### config.mk
export PLATFORM = sky130hd
export DESIGN_NAME = memory_dreq_ctrl
export DESIGN_NICKNAME = d
export VERILOG_FILES = /design/src/rtl/memory_dreq_ctrl.sv
export SDC_FILE = /design/constraint.sdc
export NUM_CORES = 1
export LEC_CHECK = 0
export CAP_MARGIN = 0
export CORE_MARGIN = 2
export CORE_UTILIZATION = 45
export DETAILED_ROUTE_END_ITERATION = 12
export PLACE_DENSITY_LB_ADDON = 0.05
export SLEW_MARGIN = 40
export SYNTH_ARGS = -nofsm -noshare
export SYNTH_HDL_FRONTEND = slang
export SYNTH_SLANG_ARGS = --single-unit
### constraint.sdc
create_clock -name clk -period 4.6 [get_ports clk]
set_input_delay 0.92 -clock clk [delete_from_list [all_inputs] [get_ports clk]]
set_output_delay 0.92 -clock clk [all_outputs]
set_load 0.03 [all_outputs]
### src/rtl/memory_dreq_ctrl.sv
// Memory-stage data-bus request controller: IDLE/REQ/WAIT/DONE handshake.
// Define MISALIGN_CHECK_EN to block misaligned halfword/word accesses.
module memory_dreq_ctrl (
  input  logic        clk,
  input  logic        resetn,
  input  logic        mem_valid,
  input  logic        mem_load,
  input  logic        mem_store,
  input  logic [1:0]  msize,
  input  logic [31:0] mem_addr,
  input  logic [31:0] mem_wdata,
  input  logic        advance,
  input  logic        flush,
  output logic        dreq_valid,
  output logic [31:0] dreq_addr,
  output logic [1:0]  dreq_size,
  output logic [3:0]  dreq_strobe,
  output logic [31:0] dreq_data,
  input  logic        dresp_addr_ok,
  input  logic        dresp_data_ok,
  input  logic [31:0] dresp_data,
  output logic [31:0] raw_data,
  output logic        done,
  output logic        stall,
  output logic        addr_err
);

  localparam logic [1:0] MSIZE1 = 2'd0;
  localparam logic [1:0] MSIZE2 = 2'd1;
  localparam logic [1:0] MSIZE4 = 2'd2;

  typedef enum logic [1:0] {IDLE, REQ, WAIT, DONE} state_e;

  state_e      state_q, state_d;
  logic        cancel_q, cancel_d;
  logic        dreq_valid_q, dreq_valid_d;
  logic [31:0] dreq_addr_q, dreq_addr_d;
  logic [1:0]  dreq_size_q, dreq_size_d;
  logic [3:0]  dreq_strobe_q, dreq_strobe_d;
  logic [31:0] dreq_data_q, dreq_data_d;
  logic [31:0] raw_data_q, raw_data_d;
  logic        done_q, done_d;

  logic        is_mem, misal, launch, kill;
  logic [3:0]  strobe_n;
  logic [31:0] data_n;
  logic [4:0]  sh;

  assign is_mem = mem_valid & (mem_load | mem_store);

  always_comb begin
    sh = {mem_addr[1:0], 3'b000};
    unique case (msize)
      MSIZE1: begin
        strobe_n = 4'b0001 << mem_addr[1:0];
        data_n   = mem_wdata << sh;
      end
      MSIZE2: begin
        strobe_n = 4'b0011 << mem_addr[1:0];
        data_n   = mem_wdata << sh;
      end
      default: begin
        strobe_n = 4'b1111;
        data_n   = mem_wdata;
      end
    endcase
    if (!mem_store) strobe_n = 4'b0000;
  end

`ifdef MISALIGN_CHECK_EN
  assign misal = (msize == MSIZE2 && mem_addr[0]) ||
                 (msize == MSIZE4 && mem_addr[1:0] != 2'b00);
  assign addr_err = resetn && state_q == IDLE && is_mem && misal;
`else
  assign misal    = 1'b0;
  assign addr_err = 1'b0;
`endif

  assign launch = resetn && state_q == IDLE && is_mem && !flush && !misal;
  // A flush seen while the bus is busy only marks the access; it still drains.
  assign kill   = cancel_q | flush;

  always_comb begin
    state_d       = state_q;
    cancel_d      = cancel_q;
    dreq_valid_d  = dreq_valid_q;
    dreq_addr_d   = dreq_addr_q;
    dreq_size_d   = dreq_size_q;
    dreq_strobe_d = dreq_strobe_q;
    dreq_data_d   = dreq_data_q;
    raw_data_d    = raw_data_q;
    done_d        = 1'b0;
    unique case (state_q)
      IDLE: begin
        if (launch) begin
          state_d       = REQ;
          cancel_d      = 1'b0;
          dreq_valid_d  = 1'b1;
          dreq_addr_d   = mem_addr;
          dreq_size_d   = msize;
          dreq_strobe_d = strobe_n;
          dreq_data_d   = data_n;
        end
      end
      REQ: begin
        cancel_d = kill;
        if (dresp_addr_ok) begin
          dreq_valid_d = 1'b0;
          if (dresp_data_ok) begin
            cancel_d = 1'b0;
            if (kill) begin
              state_d = IDLE;
            end else begin
              state_d    = DONE;
              raw_data_d = dresp_data;
              done_d     = 1'b1;
            end
          end else begin
            state_d = WAIT;
          end
        end
      end
      WAIT: begin
        cancel_d = kill;
        if (dresp_data_ok) begin
          cancel_d = 1'b0;
          if (kill) begin
            state_d = IDLE;
          end else begin
            state_d    = DONE;
            raw_data_d = dresp_data;
            done_d     = 1'b1;
          end
        end
      end
      DONE: begin
        done_d = 1'b1;
        if (flush || advance) begin
          state_d = IDLE;
          done_d  = 1'b0;
        end
      end
      default: state_d = IDLE;
    endcase
  end

  always_ff @(posedge clk or negedge resetn) begin
    if (!resetn) begin
      state_q       <= IDLE;
      cancel_q      <= 1'b0;
      dreq_valid_q  <= 1'b0;
      dreq_addr_q   <= '0;
      dreq_size_q   <= '0;
      dreq_strobe_q <= '0;
      dreq_data_q   <= '0;
      raw_data_q    <= '0;
      done_q        <= 1'b0;
    end else begin
      state_q       <= state_d;
      cancel_q      <= cancel_d;
      dreq_valid_q  <= dreq_valid_d;
      dreq_addr_q   <= dreq_addr_d;
      dreq_size_q   <= dreq_size_d;
      dreq_strobe_q <= dreq_strobe_d;
      dreq_data_q   <= dreq_data_d;
      raw_data_q    <= raw_data_d;
      done_q        <= done_d;
    end
  end

  assign dreq_valid  = dreq_valid_q;
  assign dreq_addr   = dreq_addr_q;
  assign dreq_size   = dreq_size_q;
  assign dreq_strobe = dreq_strobe_q;
  assign dreq_data   = dreq_data_q;
  assign raw_data    = raw_data_q;
  assign done        = done_q;
  assign stall       = state_q == REQ || state_q == WAIT || launch;

endmodule

Yosys cells after proc, flatten, opt, wreduce, memory -nomap -nowiden
Index checks and enable logic that the tools add are counted.
{"block": "op_classes", "addsub": 0, "multipliers": 0, "n_div": 0, "n_lt_le_gt_ge": 0, "n_eq_ne": 8, "shifts": 3, "n_mux": 26, "bitwise_logic": 3, "reduce_logical": 18}
{"operator": "$mux W32", "count": 4}
{"operator": "$pmux W32 S2", "count": 1}
{"operator": "$shl A32 B5 Y32", "count": 1}
{"operator": "$mux W2", "count": 6}
{"operator": "$mux W1", "count": 9}
{"operator": "$ne A2 B2 Y1 const B", "count": 4}
{"operator": "$pmux W2 S4", "count": 1}
{"operator": "$pmux W4 S2", "count": 1}
{"operator": "$pmux W1 S3", "count": 2}
{"operator": "$reduce_and A2 Y1", "count": 3}
{"operator": "$eq A2 B1 Y1 const B", "count": 2}
{"operator": "$eq A2 B2 Y1 const B", "count": 2}
{"operator": "$logic_not A2 Y1", "count": 2}
{"operator": "$mux W4", "count": 1}
{"operator": "$reduce_and A4 Y1", "count": 1}
{"operator": "$reduce_bool A2 Y1", "count": 2}
{"operator": "$shl A1 B2 Y4 const A", "count": 1}
{"operator": "$shl A2 B2 Y4 const A", "count": 1}
{"operator": "$logic_and A1 B1 Y1", "count": 3}
{"operator": "$logic_or A1 B1 Y1", "count": 3}
{"operator": "$reduce_and A3 Y1", "count": 1}
{"operator": "$reduce_bool A3 Y1", "count": 1}
{"operator": "$or A1 B1 Y1", "count": 2}
{"operator": "$pmux W1 S2", "count": 1}
{"operator": "3 further kinds", "count": 3}
{"block": "totals", "reg_bits": 107, "latch_bits": 0, "ram_bits": 0, "rom_bits": 0, "in_bits": 107, "out_inout_bits": 106, "wordCells": 67, "mem_count": 0}

Longest topological paths before layout
{"block": "logic_depth", "ltp_word": 6, "ltp_mapped": 8, "depth_no_buf": 6}

Worst setup path before layout
No wires, ideal clock.
{"block": "synth_timing", "path_type": "input-to-output", "start": "input flush", "end": "output stall", "arrival_time_ns": 1.818, "required_ns": 3.680, "setup_slack_ns": 1.862, "stages": 4, "path_cell_list": "nand4b_4 > or2_2 > clkbuf_1 > nand2b_1"}
{"block": "synth_via", "elab_chain_cells": 3}
{"element": "start: declaration", "line_no": "13", "text": "input logic flush,"}
{"element": "$logic_not A1 Y1", "line_no": "79", "text": "assign launch = resetn && state_q == IDLE && is_mem && !flush && !misal;"}
{"element": "$logic_and A1 B1 Y1", "line_no": "79"}
{"element": "$logic_or A1 B1 Y1", "line_no": "178", "text": "assign stall = state_q == REQ || state_q == WAIT || launch;"}
{"element": "end: declaration", "line_no": "24", "text": "output logic stall,"}
Every way passes these cells.

Worst setup path in the final report
Ends and elaborated chain as after synthesis.

==> flow_summary.ini <==
[synthesis]
ys_seq_area_share_pct = 55.7
most_common_library_cells_after_synthesis = sky130_fd_sc_hd__nand2_1, sky130_fd_sc_hd__dfrtp_1, sky130_fd_sc_hd__o21ai_0
post_synth_inst_count = 485
synth_async_sr_flop_share_pct = 100
synth-warning-count = 0
post-synth-top-count-cell = sky130_fd_sc_hd__nand2_1
ys.flop_type = sky130_fd_sc_hd__dfrtp_1
flip_flop_and_latch_count_after_synthesis = 107
synth_cell_types = 34
synthesis.nets = 598
dominant_cell_type_by_area_after_synthesis = sky130_fd_sc_hd__dfrtp_1
ys_top_cells_by_area = sky130_fd_sc_hd__dfrtp_1, sky130_fd_sc_hd__nand2_1, sky130_fd_sc_hd__mux2_2
synth.avg_cell_area_sq_um = 9.91
synthesis.area_sq_um = 4810
synth_edf_count = 0
synth_top_area_share_pct = 55.7

[setup_path]
end_kind = output pin
worstRegToRegCells = 7
critical_path_peak_fanout = 3
r2r-start = state_q[0]
critical_path.startpoint_type = primary input
timing.reg2reg.setup_slack_ns = 2.27
regToRegEndpoint = cancel_q
worst_ep_arrival_time_ns = 2.15
critPathKind = primary input to output pin
worst_ep_required_time_ns = 3.68

[floorplan]
boundaryPins = 213
initial_utilization_pct = 46.4
die_area_sq_um = 11500
core-area_sq_um = 10400
die_width_um = 107
chipHeight_um = 107
num_rows = 37

[cts]
cts_root_buf = sky130_fd_sc_hd__clkbuf_8
cts_made_buffers = 9
post-cts-setup-buffers = 0
tritoncts_clock_tree = done
cts.sinks = 107
max-clock-path-buffers = 2
clk_transition_reported_paths_ns = 0.09
clock_insertion_delay_worst_skew_ns = 0.36
cts_resized = 0
cts-htree-levels = 3
cts_hold_buffers_added = 0

[placement]
postPlaceCellArea_sq_um = 6990
gpl.final_weighted_congestion = 0.833
detailed_place_hpwl_mm = 10.0
count_of_input_and_output_buffers = 211

[global_route]
grt_pass1_wl_mm = 21.3
antenna_found_initial = 0
grt_start_max_net_pins = 92
first_global_vias = 4158
grt-ovfl-total = 0
globalRouteTotalUtil_pct = 23.8

[sta]
final_max_slew_viol_count = 0
period_minus_slack_ns = 3.07
setup_total_negative_slack_ns = 0
rsz0062_at_grt = no
fmaxAchievable_mhz = 326
timing.max_slew.rel_slack_pct = 45.7
finalHoldWorstSlack_ns = 0.472
fin_crit_sh_pct = 66.7
final-hold-violation-count = 0
finalSetupViolCount = 0
final.setup_skew_ns = 0.0152
worst_slew_pin_slew_ns = 0.812

[worst_hold_path]
hp-class = register to register
hold_path_depth = 2
min_to = dreq_data[2]
holdCritStartpoint = dreq_data[2]

[detailed_routing]
avgRoutedWirePerCell_um = 16.4
route.final.wire_length_mm = 13.5
via_per_inst = 5.10
vias = 4200
drt_pass1_iterations = 4
ant_nets = 0
drcViolationCount = 0
dr.first_iter.drc_count = 325

[power_and_ir_drop]
power.density_nw_per_um2 = 669
max-vdd-ir-drop_v = 0.000342
power_leakage_nw = 3.22

[finish]
fillers = 825
synthToLayoutAreaGrowth_pct = 49.6
final_design_utilization_pct = 69.4
multi_input_comb_area_sq_um = 1960
regArea_sq_um = 2680
drive_gt1_share_pct = 8.73
antenna-diode-count = 0
fin_nets = 795
final_design_area_no_fill_sq_um = 7190

[status]
status = finished, final reports clean

[run]
max_cap_viol_count = 0
where the power goes:
| part | switching, mW | internal [mW] |
|---|---|---|
| combinational | 1.49 | 1.13 |
| sequential | 0.234 | 1.38 |
| clock | 0.300 | 0.283 |
| total | 2.02 | 2.80 |
metal layers:
layer  part of all wire (%)  vias to the layer above  GRT usage [%]
met3                    8.0                       23           5.63
met1                     42                     1993           30.4
li1                       -                     2014              -
met2                     47                      170           39.0
met4                    2.3                        0           9.52
met5                      0                        -              0
cell type report:
type	count	share of cell area (%)
Tap cell	136	2.37
Clock buffer	13	2.21
Multi-Input combinational cell	344	27.3
Inverter	3	0.157
Timing Repair Buffer	217	30.1
Clock inverter	3	0.643
Sequential cell	107	37.2
kinds of logic after synthesis:
kind of cell	after synthesis	share of synthesized area [%]
muxes	36	8.46
DFF	107	55.7
and+or+nand+nor	213	19.4
adders and majority gates	6	1.56
AOI/OAI and AO/OA	88	11.2
other	1	0.0780
buffers and inverters	34	3.64
how the worst max path moves through the flow:
| stage | from | end | slack, ns | cells past startpoint |
|---|---|---|---|---|
| after floorplan | flush | stall | 1.86 | 4 |
| after global placement | mem_store | cancel_q | 1.47 | 6 |
| after detailed placement | mem_store | cancel_q | 1.40 | 6 |
| after CTS | resetn | stall | 1.50 | 5 |
| after global routing | resetn | stall | 1.41 | 5 |
| final | flush | stall | 1.53 | 5 |
sequential cells by signal, indices dropped and copies added (netlist names):
signal,count
dreq_addr,32
dreq_valid,1
dreq_data,32
state_q,2
done,1
dreq_size,2
dreq_strobe,4
raw_data,32
cancel_q,1
worst max-delay path, cell delays in order:
cell and delay, ns:
sky130_fd_sc_hd__clkdlybuf4s50_1 0.44, sky130_fd_sc_hd__nand4b_4 0.21, sky130_fd_sc_hd__or2_2 0.35, sky130_fd_sc_hd__nand2b_1 0.08
sky130_fd_sc_hd__buf_4 0.15
cell usage in the layout (no fill, tap or decap), types with 2 or more instances in the layout:
| cell | n |
|---|---|
| sky130_fd_sc_hd__buf_6 | 2 |
| sky130_fd_sc_hd__nor2_1 | 10 |
| sky130_fd_sc_hd__clkbuf_8 | 11 |
| sky130_fd_sc_hd__ha_1 | 6 |
| sky130_fd_sc_hd__nand2_1 | 158 |
| sky130_fd_sc_hd__clkbuf_1 | 2 |
| sky130_fd_sc_hd__a2bb2oi_1 | 16 |
| sky130_fd_sc_hd__dfrtp_1 | 107 |
| sky130_fd_sc_hd__mux2_2 | 32 |
| sky130_fd_sc_hd__inv_1 | 3 |
| sky130_fd_sc_hd__or2_2 | 2 |
| sky130_fd_sc_hd__a22oi_1 | 9 |
| sky130_fd_sc_hd__mux2i_1 | 2 |
| sky130_fd_sc_hd__nand3b_1 | 7 |
| sky130_fd_sc_hd__o21ai_0 | 38 |
| sky130_fd_sc_hd__nand3_1 | 9 |
| sky130_fd_sc_hd__buf_4 | 5 |
| sky130_fd_sc_hd__a211oi_1 | 2 |
| sky130_fd_sc_hd__a21oi_1 | 18 |
| sky130_fd_sc_hd__nand2b_1 | 10 |
| sky130_fd_sc_hd__nor2b_1 | 11 |
| sky130_fd_sc_hd__clkdlybuf4s50_1 | 209 |
metrics by stage:
step	worst slack, ns	std cells	power [mW]
global route	1.41	823	5.09
detailed placement	1.40	807	4.27
CTS	1.50	823	4.86
global placement	1.47	806	4.22
finish	1.53	823	4.81
floorplan	1.86	485	3.08
(Power assumes the default switching activity.)
